`src/rtl/servo_pkg.sv`:
```
// Shared definitions for the multi-channel servo PWM sweep block:
// direction encodings, default timing constants and a small width helper.
package servo_pkg;

  // Per-channel direction code driven by the tracker/controller logic.
  // Both 00 and 11 mean "hold"; only 01 and 10 move the width.
  typedef enum logic [1:0] {
    DIR_HOLD     = 2'b00,
    DIR_INC      = 2'b01,
    DIR_DEC      = 2'b10,
    DIR_HOLD_ALT = 2'b11
  } dir_e;

  // Default timing: 1 us tick from a 100 MHz clock, 20 ms servo frame,
  // and the usual 0.5 ms / 1.5 ms / 2.5 ms hobby-servo pulse widths.
  localparam int DEF_N_CH      = 2;
  localparam int DEF_PW_W      = 16;
  localparam int DEF_CLK_DIV   = 100;
  localparam int DEF_FRAME_US  = 20000;
  localparam int DEF_MIN_PW    = 500;
  localparam int DEF_MAX_PW    = 2500;
  localparam int DEF_CENTER_PW = 1500;
  localparam int DEF_STEP      = 10;

  // Bit width needed to hold 0..n-1, never less than one bit so that
  // single-channel or divide-by-one builds still get a legal vector.
  function automatic int clog2_min1(input int n);
    return (n > 1) ? $clog2(n) : 1;
  endfunction

endpackage

```
`src/rtl/servo_channel.sv`:
```
// One servo channel: shadow and active pulse-width registers, the per-frame
// step with saturation, the direct-load path and the registered PWM compare.
// The shadow register absorbs every change; the active register only copies
// it at a frame boundary, so the width driving the pin never moves mid-pulse.
module servo_channel
  import servo_pkg::*;
#(
  parameter int PW_W      = DEF_PW_W,
  parameter int MIN_PW    = DEF_MIN_PW,
  parameter int MAX_PW    = DEF_MAX_PW,
  parameter int CENTER_PW = DEF_CENTER_PW,
  parameter int STEP      = DEF_STEP
) (
  input  logic            clk,
  input  logic            rst_n,
  input  logic            en,
  input  logic            frame_boundary,
  input  logic [PW_W-1:0] frame_cnt,
  input  logic [1:0]      dir,
  input  logic            load,
  input  logic [PW_W-1:0] load_val,
  output logic            servo,
  output logic [PW_W-1:0] active_pw,
  output logic            at_min,
  output logic            at_max
);

  // Constants in the operating width and in the one-bit-wider width used
  // for step arithmetic, so an increment or decrement can never wrap.
  localparam logic [PW_W-1:0] MIN_L    = PW_W'(MIN_PW);
  localparam logic [PW_W-1:0] MAX_L    = PW_W'(MAX_PW);
  localparam logic [PW_W-1:0] CENTER_L = PW_W'(CENTER_PW);
  localparam logic [PW_W:0]   MIN_X    = (PW_W+1)'(MIN_PW);
  localparam logic [PW_W:0]   MAX_X    = (PW_W+1)'(MAX_PW);
  localparam logic [PW_W:0]   STEP_X   = (PW_W+1)'(STEP);

  logic [PW_W-1:0] shadow_q, shadow_d;
  logic [PW_W-1:0] active_q, active_d;
  logic            servo_q,  servo_d;

  logic [PW_W:0]   shadow_x;
  logic [PW_W:0]   inc_x;
  logic [PW_W:0]   dec_x;
  logic [PW_W-1:0] stepped;
  logic [PW_W-1:0] load_clamped;

  // Candidate next shadow width: the DIR step, saturated at MIN/MAX.
  always_comb begin
    shadow_x = {1'b0, shadow_q};
    inc_x    = shadow_x + STEP_X;
    dec_x    = shadow_x - STEP_X;
    stepped  = shadow_q;
    case (dir_e'(dir))
      DIR_INC: begin
        stepped = (inc_x > MAX_X) ? MAX_L : inc_x[PW_W-1:0];
      end
      DIR_DEC: begin
        // A set top bit means the subtraction went below zero.
        stepped = (dec_x[PW_W] || (dec_x < MIN_X)) ? MIN_L : dec_x[PW_W-1:0];
      end
      default: begin
        stepped = shadow_q;
      end
    endcase
  end

  // Requested direct-load width, clamped into the legal servo range.
  always_comb begin
    load_clamped = load_val;
    if (load_val < MIN_L) begin
      load_clamped = MIN_L;
    end else if (load_val > MAX_L) begin
      load_clamped = MAX_L;
    end
  end

  // Next-state selection: boundary promotes shadow to active and steps the
  // shadow; a load on the same cycle overrides the step for this channel.
  always_comb begin
    shadow_d = shadow_q;
    active_d = active_q;
    if (frame_boundary) begin
      active_d = shadow_q;
      shadow_d = stepped;
    end
    if (load) begin
      shadow_d = load_clamped;
    end
    // Registered compare: output is high while the tick count is below
    // the active width, so high time equals the width in ticks.
    servo_d = en && (frame_cnt < active_q);
  end

  // Channel state registers with asynchronous reset to the centre width.
  always_ff @(posedge clk or negedge rst_n) begin
    if (!rst_n) begin
      shadow_q <= CENTER_L;
      active_q <= CENTER_L;
      servo_q  <= 1'b0;
    end else begin
      shadow_q <= shadow_d;
      active_q <= active_d;
      servo_q  <= servo_d;
    end
  end

  assign servo     = servo_q;
  assign active_pw = active_q;
  assign at_min    = (active_q == MIN_L);
  assign at_max    = (active_q == MAX_L);

endmodule

```
`src/rtl/servo_pwm_sweep.sv`:
```
// Multi-channel hobby-servo PWM generator. A shared prescaler produces a
// 1-tick strobe, a shared frame counter walks 0..FRAME_US-1 on those ticks,
// and each channel compares the frame count against its own active width.
// Widths ramp once per frame according to DIR, or are loaded directly.
module servo_pwm_sweep
  import servo_pkg::*;
#(
  parameter int N_CH      = DEF_N_CH,
  parameter int PW_W      = DEF_PW_W,
  parameter int CLK_DIV   = DEF_CLK_DIV,
  parameter int FRAME_US  = DEF_FRAME_US,
  parameter int MIN_PW    = DEF_MIN_PW,
  parameter int MAX_PW    = DEF_MAX_PW,
  parameter int CENTER_PW = DEF_CENTER_PW,
  parameter int STEP      = DEF_STEP
) (
  input  logic                        CLK,
  input  logic                        RST_N,
  input  logic                        EN,
  input  logic [2*N_CH-1:0]           DIR,
  input  logic                        LOAD,
  input  logic [clog2_min1(N_CH)-1:0] LOAD_CH,
  input  logic [PW_W-1:0]             LOAD_VAL,
  output logic [N_CH-1:0]             SERVO,
  output logic [PW_W*N_CH-1:0]        PULSE_WIDTH,
  output logic [N_CH-1:0]             AT_MIN,
  output logic [N_CH-1:0]             AT_MAX,
  output logic                        FRAME_START
);

  localparam int              CH_W       = clog2_min1(N_CH);
  localparam int              PRESC_W    = clog2_min1(CLK_DIV);
  localparam logic [PRESC_W-1:0] PRESC_LAST = PRESC_W'(CLK_DIV - 1);
  localparam logic [PW_W-1:0] FRAME_LAST = PW_W'(FRAME_US - 1);

  // Reject parameter sets where the width ordering or counter range breaks.
  if (!((N_CH >= 1) && (CLK_DIV >= 1) &&
        (MIN_PW <= CENTER_PW) && (CENTER_PW <= MAX_PW) &&
        (MAX_PW < FRAME_US) &&
        (longint'(FRAME_US) < (longint'(1) << PW_W)))) begin : g_bad_params
    $error("servo_pwm_sweep: need MIN_PW<=CENTER_PW<=MAX_PW<FRAME_US<2**PW_W");
  end

  logic [PRESC_W-1:0] presc_q,       presc_d;
  logic [PW_W-1:0]    frame_cnt_q,   frame_cnt_d;
  logic               frame_start_q, frame_start_d;
  logic               tick;
  logic               boundary;
  logic [N_CH-1:0]    load_hit;

  // Shared timebase: prescaler tick, frame counter and boundary detect.
  // With EN low both counters are parked at zero so re-enabling starts
  // a fresh frame, and no boundary (hence no width step) can occur.
  always_comb begin
    presc_d     = presc_q;
    frame_cnt_d = frame_cnt_q;
    tick        = 1'b0;
    boundary    = 1'b0;
    if (!EN) begin
      presc_d     = '0;
      frame_cnt_d = '0;
    end else begin
      if (presc_q == PRESC_LAST) begin
        presc_d = '0;
        tick    = 1'b1;
      end else begin
        presc_d = presc_q + 1'b1;
      end
      if (tick) begin
        if (frame_cnt_q == FRAME_LAST) begin
          frame_cnt_d = '0;
          boundary    = 1'b1;
        end else begin
          frame_cnt_d = frame_cnt_q + 1'b1;
        end
      end
    end
    frame_start_d = boundary;
  end

  // Timebase registers; FRAME_START lands with the counter's return to 0.
  always_ff @(posedge CLK or negedge RST_N) begin
    if (!RST_N) begin
      presc_q       <= '0;
      frame_cnt_q   <= '0;
      frame_start_q <= 1'b0;
    end else begin
      presc_q       <= presc_d;
      frame_cnt_q   <= frame_cnt_d;
      frame_start_q <= frame_start_d;
    end
  end

  assign FRAME_START = frame_start_q;

  // One channel per servo; a load selector that matches no channel index
  // (LOAD_CH >= N_CH) simply hits nothing.
  for (genvar gi = 0; gi < N_CH; gi++) begin : g_ch
    assign load_hit[gi] = LOAD && (LOAD_CH == CH_W'(gi));

    servo_channel #(
      .PW_W      (PW_W),
      .MIN_PW    (MIN_PW),
      .MAX_PW    (MAX_PW),
      .CENTER_PW (CENTER_PW),
      .STEP      (STEP)
    ) u_ch (
      .clk            (CLK),
      .rst_n          (RST_N),
      .en             (EN),
      .frame_boundary (boundary),
      .frame_cnt      (frame_cnt_q),
      .dir            (DIR[2*gi +: 2]),
      .load           (load_hit[gi]),
      .load_val       (LOAD_VAL),
      .servo          (SERVO[gi]),
      .active_pw      (PULSE_WIDTH[gi*PW_W +: PW_W]),
      .at_min         (AT_MIN[gi]),
      .at_max         (AT_MAX[gi])
    );
  end

endmodule

```
`config.mk`:
```
export PLATFORM = sky130hd
export DESIGN_NAME = servo_pwm_sweep
export DESIGN_NICKNAME = d
export VERILOG_FILES = /design/src/rtl/servo_pkg.sv /design/src/rtl/servo_channel.sv /design/src/rtl/servo_pwm_sweep.sv
export SDC_FILE = /design/constraint.sdc
export NUM_CORES = 1
export LEC_CHECK = 0
export CAP_MARGIN = 20
export CORE_MARGIN = 10
export CORE_UTILIZATION = 30
export DETAILED_ROUTE_END_ITERATION = 7
export MAX_ROUTING_LAYER = met4
export PLACE_DENSITY = 0.55
export SYNTH_ARGS = -nofsm -noshare
export SYNTH_HDL_FRONTEND = slang
export SYNTH_SLANG_ARGS = --single-unit
```
`constraint.sdc`:
```
create_clock -name CLK -period 7.66 [get_ports CLK]
set_input_delay 2.298 -clock CLK [delete_from_list [all_inputs] [get_ports CLK]]
set_output_delay 2.298 -clock CLK [all_outputs]
set_load 0.05 [all_outputs]
```
Yosys cells after proc, flatten, opt, wreduce, memory -nomap -nowiden
Cells that the tools add are included.
Cells by class
  add/sub/neg operators: 6
  $lt $le $gt $ge: 8
  eq/ne operators: 11
  multiplexer cells: 22
  bitwise operators: 1
  reductions and logical operators: 12
Operators by type and width (number)
  $mux 16: 13
  $pmux 16 s2: 2
  $add 16x4->17 const B: 2
  $gt 17x12->1 const B: 2
  $lt 17x9->1 const B: 2
  $sub 16x4->17 const B: 2
  $eq 16x12->1 const B: 2
  $eq 16x9->1 const B: 2
  $lt 16x16->1: 2
  $add 16x1->16 const B: 1
  $eq 16x15->1 const B: 1
  $gt 16x12->1 const B: 1
  $lt 16x9->1 const B: 1
  $mux 7: 2
  $add 7x1->7 const B: 1
  $eq 7x7->1 const B: 1
  $reduce_bool 3->1: 2
  $mux 1: 5
  $eq 2x1->1 const B: 2
  $eq 2x2->1 const B: 2
  $logic_and 1x1->1: 4
  $reduce_and 2->1: 2
  $reduce_bool 2->1: 2
  $logic_or 1x1->1: 2
  other kinds (2): 2
Word-level totals
  bits in registers: 90
  input port bits: 25
  output and inout bits: 39
  word-level logic and storage cells: 69

Depth between registers and ports, before layout
Gate-level depths: netlist of the first run.
  depth after elaboration: 7
  depth in mapped cells: 12
  gate-level depth less buffers: 10

By module
Synthesis of the first run repeated with hierarchy kept, for this count alone.
Unflattened totals
  cell total of the unflattened synthesis: 919
  area total of the unflattened synthesis: 7488.4 um^2
Modules (own cells, without submodules)
  servo_channel: times used 2, cells each 396, area an instance 3111.7 um^2, seq. area each 843.3 um^2
  servo_pwm_sweep: times used 1, cells each 127, area an instance 1265.0 um^2, seq. area each 600.6 um^2

Worst setup path before layout of the first run
No wires, ideal clock.
  kind: register to output
  start: register g_ch[1].u_ch.active_q[9]
  end: output port AT_MIN[1]
  arrival time: 1826 ps
  required time: 5362 ps
  path slack: 3536 ps
  stages on the path, launching flop included: 6
  path buffers: 1
  cell sequence: dfrtp_1 -> or4_1 -> nor4_1 -> nand4_1 -> nor4_1 -> buf_4
Between the ends
  cells in the longest elaborated chain, start to end: 1
Ends and longest elaborated chain
  start, declared: RTL line servo_channel.sv:38  | logic [PW_W-1:0] active_q, active_d;
  start signal, assigned: RTL line servo_channel.sv:102  | active_q <= active_d;
  $eq 16x9->1: RTL line servo_channel.sv:109  | assign at_min = (active_q == MIN_L);
  end, declared: RTL line servo_pwm_sweep.sv:26  | output logic [N_CH-1:0] AT_MIN,
Every way passes these cells.

Final worst setup path of the first run
Same ends and word-level chain as after synthesis.

==> results of run 1 <==
[how the worst max path moves through the flow]
stage	from	endpoint	slack, ps	depth (start not counted)
3_3_place_gp	EN	g_ch[1].u_ch.shadow_q[7]	2350	8
3_5_place_dp	EN	g_ch[1].u_ch.shadow_q[7]	2320	8
5_1_grt	g_ch[1].u_ch.active_pw[9]	AT_MIN[1]	2260	5
2_1_floorplan	g_ch[1].u_ch.active_pw[9]	AT_MIN[1]	3540	5
6_report	g_ch[1].u_ch.active_pw[9]	AT_MIN[1]	2530	5
4_1_cts	g_ch[1].u_ch.active_pw[9]	AT_MIN[1]	2500	5
[report_power, final]
part	leakage (uW)	total, uW	internal [uW]	switching, uW
Combinational	0.00180	187	72.8	114
Sequential	0.00114	559	501	58.4
Clock	0.000136	438	227	210
[kinds of logic (layout without fill, tap and decap cells)]
group           after synthesis  count (layout)  synth area share (%)
buf+inv                     110             128                  6.24
xor+xnor                     30              30                  3.69
simple gates                361             361                  26.8
mux                          26              26                  4.04
fa+ha+maj                    40              40                  7.03
flops                        90              90                  32.1
compound gates              226             226                  20.1
[state kept, by name, indices dropped and copies added, names as in the netlist]
| register | count |
|---|---|
| g_ch.u_ch.active_pw | 32 |
| frame_cnt_q | 16 |
| presc_q | 7 |
| g_ch.u_ch.servo | 2 |
| g_ch.u_ch.shadow_q | 32 |
| FRAME_START | 1 |
[cell type report]
type / count / area, um^2 / area share, %
multi-input cells: 683 / 4390 / 53.7
flip-flops and latches: 90 / 2290 / 28.0
well taps: 319 / 399 / 4.88
clock buffers: 10 / 229 / 2.80
clock inverters: 6 / 53.8 / 0.658
repair buffers: 65 / 643 / 7.87
inverters: 47 / 176 / 2.16
[metrics by stage]
step / hold slack [ps] / total power [uW] / setup WS (ps) / cell area [um^2]
global route: 497 / 1250 / 2260 / 8180
global placement: 456 / 750 / 2350 / 7890
CTS: 466 / 1200 / 2500 / 8180
detailed placement: 462 / 751 / 2320 / 7890
finish: 468 / 1180 / 2530 / 8180
floorplan: 425 / 677 / 3540 / 7120
[worst register-to-register path, cell delays in order, from the launching register on]
cell and delay (ps):
sky130_fd_sc_hd__dfrtp_1 570, sky130_fd_sc_hd__inv_1 200, sky130_fd_sc_hd__ha_1 360, sky130_fd_sc_hd__nor2b_1 170, sky130_fd_sc_hd__or3_1 350, sky130_fd_sc_hd__or4_1 400, sky130_fd_sc_hd__a22o_1 260, sky130_fd_sc_hd__a21oi_1 700
sky130_fd_sc_hd__nor2b_1 130, sky130_fd_sc_hd__or3_1 330, sky130_fd_sc_hd__a31oi_1 160
[Yosys cell counts, types with 3 or more instances]
master	instances
sky130_fd_sc_hd__nand2_1	83
sky130_fd_sc_hd__o21ai_0	66
sky130_fd_sc_hd__nor2b_1	15
sky130_fd_sc_hd__nand4_1	19
sky130_fd_sc_hd__buf_2	7
sky130_fd_sc_hd__o21a_1	6
sky130_fd_sc_hd__nor4b_1	5
sky130_fd_sc_hd__or4_1	8
sky130_fd_sc_hd__a211oi_1	8
sky130_fd_sc_hd__nor3b_1	4
sky130_fd_sc_hd__o22ai_1	9
sky130_fd_sc_hd__o31ai_1	14
sky130_fd_sc_hd__a21oi_1	54
sky130_fd_sc_hd__mux2i_1	4
sky130_fd_sc_hd__nand2b_1	17
sky130_fd_sc_hd__nand3_1	36
sky130_fd_sc_hd__nor4_1	27
sky130_fd_sc_hd__a21boi_0	4
sky130_fd_sc_hd__nand3b_1	3
sky130_fd_sc_hd__a31oi_1	7
sky130_fd_sc_hd__ha_1	40
sky130_fd_sc_hd__dfrtp_1	62
sky130_fd_sc_hd__o211ai_1	7
sky130_fd_sc_hd__a21o_1	9
sky130_fd_sc_hd__clkbuf_1	48
sky130_fd_sc_hd__o2111ai_1	7
sky130_fd_sc_hd__or2_1	4
sky130_fd_sc_hd__or3_1	10
sky130_fd_sc_hd__mux2_2	22
sky130_fd_sc_hd__and3_1	10
sky130_fd_sc_hd__xnor2_1	20
sky130_fd_sc_hd__xor2_1	10
sky130_fd_sc_hd__nor3_1	33
sky130_fd_sc_hd__a211o_1	5
sky130_fd_sc_hd__inv_1	46
sky130_fd_sc_hd__or2_2	6
sky130_fd_sc_hd__and2_1	9
sky130_fd_sc_hd__nor2_1	61
sky130_fd_sc_hd__buf_4	6
sky130_fd_sc_hd__a22oi_1	4
sky130_fd_sc_hd__o21ai_1	4
sky130_fd_sc_hd__dfstp_2	28
[per-layer routing]
metal / up-vias / global-route usage, % / share of wire, % / wire, um
met2: 198 / 21.7 / 44 / 9800
met3: 27 / 2.10 / 4.6 / 1010
li1: 3248 / - / - / -
met4: 0 / 4.20 / 1.8 / 408
met1: 3224 / 20.8 / 49 / 10900
met5: - / - / 0 / 0
==> impl_metrics.tcl, run 1 <==
set metrics [dict create \
    drc_errors 0 \
    cts.repair_timing.setup_buffer_count 0 \
    worstPathMaxFanout 4 \
    layout.cells.most_common "sky130_fd_sc_hd__nand2_1" \
    num_antenna_cells 0 \
    r2r_slack_ps 3960 \
    ys_top_cells_by_area "sky130_fd_sc_hd__dfrtp_1, sky130_fd_sc_hd__dfstp_2, sky130_fd_sc_hd__ha_1, sky130_fd_sc_hd__o21ai_0, sky130_fd_sc_hd__nand2_1" \
    sink_of_the_worst_hold_path "presc_q[0]" \
    fmax_ghz 0.195 \
    worst_clock_skew_ps 6.38 \
    cells_along_the_critical_path "or4_1, nor4_1, nand4_1, nor4_1, clkdlybuf4s50_1" \
    synthesis.area_mm2 0.00712 \
    floorplan.core_area_mm2 0.0234 \
    setup_repair_after_global_routing_missed_its_margin "no" \
    worst_hold_path_type "register to register" \
    detail_route.wl_per_cell_um 18.1 \
    synth_nets 948 \
    postSynth.topFlopCell "sky130_fd_sc_hd__dfrtp_1" \
    place.detailed.hpwl_mm 16.5 \
    fillCellCount 2474 \
    drt_wl_total_mm 22.1 \
    slowest_delay_ps 900 \
    run_status "finished clean" \
    synth.top_cell.area_share_pct 21.8 \
    synth_edf_count 0 \
    drive_gt1_share_pct 9.54 \
    detailroute.via_count 6697 \
    cts_buffers 9 \
    finalCriticalPeriod_ps 5130 \
    power_leakage_uw 0.00308 \
    min_period_over_period_pct 67.0 \
    place.gp.congestion 0.910 \
    cts_root_buffer "sky130_fd_sc_hd__clkbuf_16" \
    reg2reg_from "g_ch[1].u_ch.shadow_q[1]" \
    synth_cells 883 \
    fp.dieH_um 174 \
    synth_seq_cells 90 \
    syn_area_per_cell_um2 8.06 \
    globalRouteOverflowTotal 0 \
    route.detailed.vias_per_inst 5.49 \
    synth_seq_area_share_pct 32.1 \
    library_cell_contributing_the_largest_single_delay_on_the_critical_path "sky130_fd_sc_hd__clkdlybuf4s50_1" \
    timing.slew.headroom_pct 36.7 \
    ioPinCount 64 \
    critPathCaptureType "output port" \
    fin_util_pct 34.9 \
    clock_tree.htree_level_count 3 \
    grt_pass1_vias 6342 \
    area_growth_from_synthesis_to_layout_pct 14.9 \
    grt.total_usage_pct 14.8 \
    timing.critical_path.from_type "register" \
    path_class "register to output port" \
    cts.reportedPaths.clkPinSlew_ps 70 \
    finish.net_count 961 \
    synth.distinct_cells 72 \
    timing.reg2reg.worst_path_depth 10 \
    path_common_cell "sky130_fd_sc_hd__nor4_1" \
    tightest_slew_ps 950 \
    initial_core_util_pct 30.4 \
    antenna_found_initial 0 \
    most_frequent_cells_in_the_layout "sky130_fd_sc_hd__nand2_1, sky130_fd_sc_hd__o21ai_0, sky130_fd_sc_hd__dfrtp_1, sky130_fd_sc_hd__clkdlybuf4s50_1, sky130_fd_sc_hd__nor2_1" \
    rows 56 \
    detailedRoute.firstIterationViolations 502 \
    hold-path-cell-count 1 \
    die_width_um 174 \
    synth-warning-count 0 \
    cts.hold.buffers_added 0 \
    crit-reg2reg-capture "g_ch[1].u_ch.shadow_q[1]" \
    maximum_number_of_pins_on_one_net_before_global_route_repair 76 \
    tns_ps 0 \
    timing.final.setup_violations 0 \
    final_antenna_violating_net_count 0 \
    detail_route.first_pass.iterations 5 \
    critical_path.top_delay_family "simple AND/OR/NAND/NOR gates" \
    port_buffers 63 \
    synth-async-reset-ratio_pct 100 \
    p_per_area_mw_per_mm2 145 \
    irDropWorstVdd_v 0.0000868 \
    worst_hold_startpoint "presc_q[0]" \
    critical_path.n_buffers_inverters 1 \
    global_route_wire_length_before_repair_mm 35.8 \
    clk-insertion-delay-late_ps 350 \
    clock-sinks 90 \
    postCtsResizedCells 0 \
    cts_buffer_depth 2 \
    number_of_violations_of_the_max_capacitance_limit 0 \
    placedCellCount 1204 \
    cp.required_ps 5360 \
    hold_viol_final 0 \
    cts_tree "built" \
    synthDominantAreaCellType "sky130_fd_sc_hd__dfrtp_1" \
    dieArea_mm2 0.0303 \
    finalNonFillerCells 1220 \
    slew_viol_final 0 \
    worst-endpoint-arrival_ps 2830 \
]
Note: power is estimated with default switching activity, not from simulation.
==> inputs of run 2 (changes only) <==
- clock period: 7.66 -> 5 ns (I/O delays scaled with it)
==> run 2 against run 1 <==
Highest routed layer unchanged. Sequential share of layout area fell by 0.27 points. Largest cell class unchanged. Via count rose by 0.96%. Worst hold slack improved by 6.2 ps.
==> impl_metrics.tcl, run 2 (synthesis results as in run 1) <==
set metrics [dict create \
    run_status "finished clean" \
    drive_gt1_share_pct 10.2 \
    setup_repair_after_global_routing_missed_its_margin "no" \
    fmax_ghz 0.227 \
    cts.repair_timing.setup_buffer_count 0 \
    cts_buffers 9 \
    clk-insertion-delay-late_ps 360 \
    detailroute.via_count 6761 \
    worst-endpoint-arrival_ps 2910 \
    drc_errors 0 \
    antenna_found_initial 0 \
    min_period_over_period_pct 88.2 \
    slew_viol_final 0 \
    cts_root_buffer "sky130_fd_sc_hd__clkbuf_16" \
    fin_util_pct 35.3 \
    detail_route.wl_per_cell_um 18.7 \
    postCtsResizedCells 0 \
    finalPower_uw 1890 \
    place.gp.congestion 0.905 \
    finish.net_count 968 \
    floorplan.core_area_mm2 0.0234 \
    final_antenna_violating_net_count 0 \
    p_per_area_mw_per_mm2 229 \
    worst_hold_path_type "register to register" \
    fp.dieH_um 174 \
    route.detailed.vias_per_inst 5.51 \
    finish.instance_area_mm2 0.00826 \
    critical_path.n_buffers_inverters 1 \
    register_area_mm2 0.00229 \
    place.detailed.hpwl_mm 17.2 \
    num_antenna_cells 0 \
    clock_tree.htree_level_count 3 \
    worstPathMaxFanout 4 \
    number_of_violations_of_the_max_capacitance_limit 0 \
    fillCellCount 2465 \
    detailedRoute.firstIterationViolations 564 \
    irDropWorstVdd_v 0.000139 \
    most_frequent_cells_in_the_layout "sky130_fd_sc_hd__nand2_1, sky130_fd_sc_hd__o21ai_0, sky130_fd_sc_hd__dfrtp_1, sky130_fd_sc_hd__clkdlybuf4s50_1, sky130_fd_sc_hd__nor2_1" \
    path_common_cell "sky130_fd_sc_hd__nor4_1" \
    timing.slew.headroom_pct 36.0 \
    clock-sinks 90 \
    multiInputGateArea_mm2 0.00439 \
    initial_core_util_pct 30.4 \
    port_buffers 63 \
    hold_viol_final 0 \
    slowest_delay_ps 900 \
    cts_tree "built" \
    die_width_um 174 \
    ioPinCount 64 \
    path_class "register to output port" \
    grt_pass1_vias 6419 \
    timing.critical_path.from_type "register" \
    critPathCaptureType "output port" \
    library_cell_contributing_the_largest_single_delay_on_the_critical_path "sky130_fd_sc_hd__clkdlybuf4s50_1" \
    global_route_wire_length_before_repair_mm 37.3 \
    cells_along_the_critical_path "or4_1, nor4_1, nand4_1, nor4_1, clkdlybuf4s50_1" \
    layout.cells.most_common "sky130_fd_sc_hd__nand2_1" \
    rows 56 \
    detail_route.first_pass.iterations 6 \
    cts.reportedPaths.clkPinSlew_ps 70 \
    dieArea_mm2 0.0303 \
    tightest_slew_ps 958 \
    worst_clock_skew_ps 8.82 \
    critical_path.top_delay_family "simple AND/OR/NAND/NOR gates" \
    tns_ps 0 \
    grt.total_usage_pct 15.4 \
    detailed_place.area_mm2 0.00795 \
    maximum_number_of_pins_on_one_net_before_global_route_repair 56 \
    timing.final.setup_violations 0 \
    cts_buffer_depth 2 \
    finalCriticalPeriod_ps 4410 \
    drt_wl_total_mm 23.0 \
    area_growth_from_synthesis_to_layout_pct 16.0 \
    cts.hold.buffers_added 0 \
    cp.required_ps 3500 \
    globalRouteOverflowTotal 0 \
    power_leakage_uw 0.00314 \
]
==> run 2: cell count changes in the layout (fill, tap and decap cells not counted) <==
cell | before | now
sky130_fd_sc_hd__buf_4 | 3 | 10
sky130_fd_sc_hd__inv_6 | 4 | 1
sky130_fd_sc_hd__inv_8 | 1 | 3
sky130_fd_sc_hd__bufinv_16 | 0 | 1
sky130_fd_sc_hd__clkinv_4 | 0 | 1
sky130_fd_sc_hd__clkinvlp_4 | 1 | 0
==> run 2: layout make-up <==
type	instances	area share (%)
Clock inverter	6	0.985
Multi-Input combinational cell	683	53.1
Tap cell	319	4.83
Inverter	47	2.14
Clock buffer	10	2.77
Timing Repair Buffer	72	8.43
Sequential cell	90	27.7
==> run 2: path summary, 6_finish.rpt <==
check	startpoint	to	slack, ps	cells past startpoint
max reg2reg	g_ch[1].u_ch.shadow_q[1]	g_ch[1].u_ch.shadow_q[10]	1470	9
min reg2reg	presc_q[0]	presc_q[0]	470	1
min	presc_q[0]	presc_q[0]	470	1
max in group asynchronous	RST_N	g_ch[1].u_ch.active_pw[6]	2990	2
min in group asynchronous	RST_N	g_ch[1].u_ch.servo	1200	1
max	g_ch[1].u_ch.active_pw[9]	AT_MIN[1]	590	5
==> run 2: routing by layer <==
layer / GRT usage [%] / up-vias / part of all wire [%] / wire length [um]
met5: - / - / 0 / 0
met4: 3.60 / 0 / 1.3 / 292
met3: 2.10 / 24 / 4.6 / 1060
met2: 22.6 / 212 / 44 / 10200
met1: 21.8 / 3270 / 50 / 11500
li1: - / 3255 / - / -
==> run 2: through the flow <==
stage                     hold slack, ps  setup slack (ps)  std cells
after floorplan                      425              1670        883
after global placement               453               904       1211
after detailed placement             459               923       1211
after CTS                            471               587       1227
after global routing                 489               481       1227
final                                474               590       1227
==> run 2: power by group <==
part | switching, uW | internal [uW] | total (uW)
combinational | 180 | 116 | 295
clock | 329 | 402 | 730
sequential | 95.0 | 767 | 862
==> inputs of run 3 (changes only) <==
- CORE_UTILIZATION: 30 -> 59
- PLACE_DENSITY: 0.55 -> 0.89
==> run 3 against run 2 <==
Global-route usage up 10 points. Core utilization grew 32 points. Sequential share of layout area rose by 0.79 points. Die area down 44%. Worst hold slack got worse by 19 ps. Fmax rose by 5.6%. Routed wire length decreased by 11%. Final cell count is 14% lower. Sequential power fell by 0.8%. Critical path type unchanged. Critical endpoint unchanged.
==> impl_metrics.tcl, run 3 (synthesis results as in run 1) <==
set metrics [dict create \
    area_growth_from_synthesis_to_layout_pct 12.7 \
    detailed_place.area_mm2 0.00770 \
    global_route_wire_length_before_repair_mm 34.0 \
    worstPathMaxFanout 4 \
    finish.net_count 964 \
    fin_hold_ws_ps 455 \
    fp.dieH_um 130 \
    antenna_found_initial 0 \
    layout.cells.most_common "sky130_fd_sc_hd__nand2_1" \
    place.gp.congestion 0.974 \
    clock_tree.htree_level_count 3 \
    timing.critical_path.from_type "register" \
    cts.hold.buffers_added 0 \
    cts.repair_timing.setup_buffer_count 0 \
    finalCriticalPeriod_ps 4180 \
    cts_buffer_depth 2 \
    cts_tree "built" \
    detail_route.wl_per_cell_um 19.5 \
    floorplan.core_area_mm2 0.0119 \
    layout_setup_ws_ps 823 \
    postCtsResizedCells 0 \
    power_leakage_uw 0.00312 \
    worst_clock_skew_ps 10.6 \
    grt_pass1_vias 6760 \
    route.detailed.vias_per_inst 6.69 \
    drc_errors 0 \
    tns_ps 0 \
    final_antenna_violating_net_count 0 \
    finish.instance_area_mm2 0.00803 \
    num_antenna_cells 0 \
    hold_viol_final 0 \
    run_status "finished clean" \
    irDropWorstVdd_v 0.000151 \
    detailedRoute.firstIterationViolations 923 \
    critPathCaptureType "output port" \
    min_period_over_period_pct 83.5 \
    dp_slack_ps 942 \
    timing.final.setup_violations 0 \
    die_width_um 130 \
    cp.required_ps 3500 \
    cts_root_buffer "sky130_fd_sc_hd__clkbuf_16" \
    slew_viol_final 0 \
    grt.total_usage_pct 25.3 \
    number_of_violations_of_the_max_capacitance_limit 0 \
    detail_route.first_pass.iterations 6 \
    port_buffers 63 \
    ioPinCount 64 \
    cts.reportedPaths.clkPinSlew_ps 70 \
    drive_gt1_share_pct 9.96 \
    clock-sinks 90 \
    detailroute.via_count 7033 \
    place.detailed.hpwl_mm 15.0 \
    fmax_ghz 0.239 \
    cts_buffers 9 \
    path_class "register to output port" \
    initial_core_util_pct 59.8 \
    worst-endpoint-arrival_ps 2680 \
    p_per_area_mw_per_mm2 237 \
    globalRouteOverflowTotal 0 \
    tightest_slew_ps 911 \
    maximum_number_of_pins_on_one_net_before_global_route_repair 71 \
    most_frequent_cells_in_the_layout "sky130_fd_sc_hd__nand2_1, sky130_fd_sc_hd__o21ai_0, sky130_fd_sc_hd__dfrtp_1, sky130_fd_sc_hd__clkdlybuf4s50_1, sky130_fd_sc_hd__nor2_1" \
    setup_repair_after_global_routing_missed_its_margin "no" \
    dieArea_mm2 0.0169 \
    timing.slew.headroom_pct 39.2 \
    drt_wl_total_mm 20.5 \
    worst_hold_path_type "register to register" \
    rows 40 \
    clk-insertion-delay-late_ps 360 \
]
==> run 3: cell types whose count changed in the layout (fill, tap and decap cells not counted), sizes merged <==
cell	change
clkinv	+1
bufinv	+1
clkbuf	-1
inv	-1
buf	-4
==> run 3: critical path: stages, from the launching register on <==
cell	delay, ps
sky130_fd_sc_hd__dfrtp_1	420
sky130_fd_sc_hd__or4_1	540
sky130_fd_sc_hd__nor4_1	180
sky130_fd_sc_hd__nand4_1	140
sky130_fd_sc_hd__nor4_1	190
sky130_fd_sc_hd__clkdlybuf4s50_1	850
==> run 3: cell type report <==
| cell class | count | area, um^2 |
|---|---|---|
| clock buffers | 9 | 225 |
| inverters | 47 | 176 |
| well taps | 147 | 184 |
| clock inverters | 7 | 100 |
| multi-input cells | 683 | 4390 |
| flip-flops and latches | 90 | 2290 |
| fillers | 951 | 3890 |
| repair buffers | 68 | 666 |
==> run 3: where the power goes <==
part	internal, uW	total, uW	leakage [uW]	switching [uW]
Clock	444	757	0.000161	313
Combinational	112	288	0.00182	176
Sequential	768	855	0.00114	87.7
Total	1320	1900	0.00312	577
==> run 3: final timing paths <==
check,from,to,slack (ps),cells past startpoint
max in group asynchronous,RST_N,g_ch[0].u_ch.active_pw[10],2870,2
min in group asynchronous,RST_N,presc_q[5],1240,1
worst min-delay path,presc_q[0],presc_q[0],460,1
worst min register to register,presc_q[0],presc_q[0],460,1
worst max-delay path,g_ch[1].u_ch.active_pw[9],AT_MIN[1],820,5
worst max register to register,g_ch[1].u_ch.shadow_q[1],g_ch[1].u_ch.shadow_q[9],1500,11
==> run 3: stage by stage <==
stage                     total power, uW  cells  utilization [%]
after CTS                            1890   1051             67.4
after detailed placement             1140   1035             64.6
after floorplan                      1040    883                -
final                                1900   1051             67.4
after global routing                 1970   1051             67.4
after global placement               1140   1035             64.6
==> run 3: metal layers <==
layer	part of all wire (%)	up-vias	global-route usage (%)
met5	0	-	-
met1	43	3338	32.6
met3	7.1	53	3.49
met4	2.5	0	10.7
li1	-	3258	-
met2	48	384	39.4
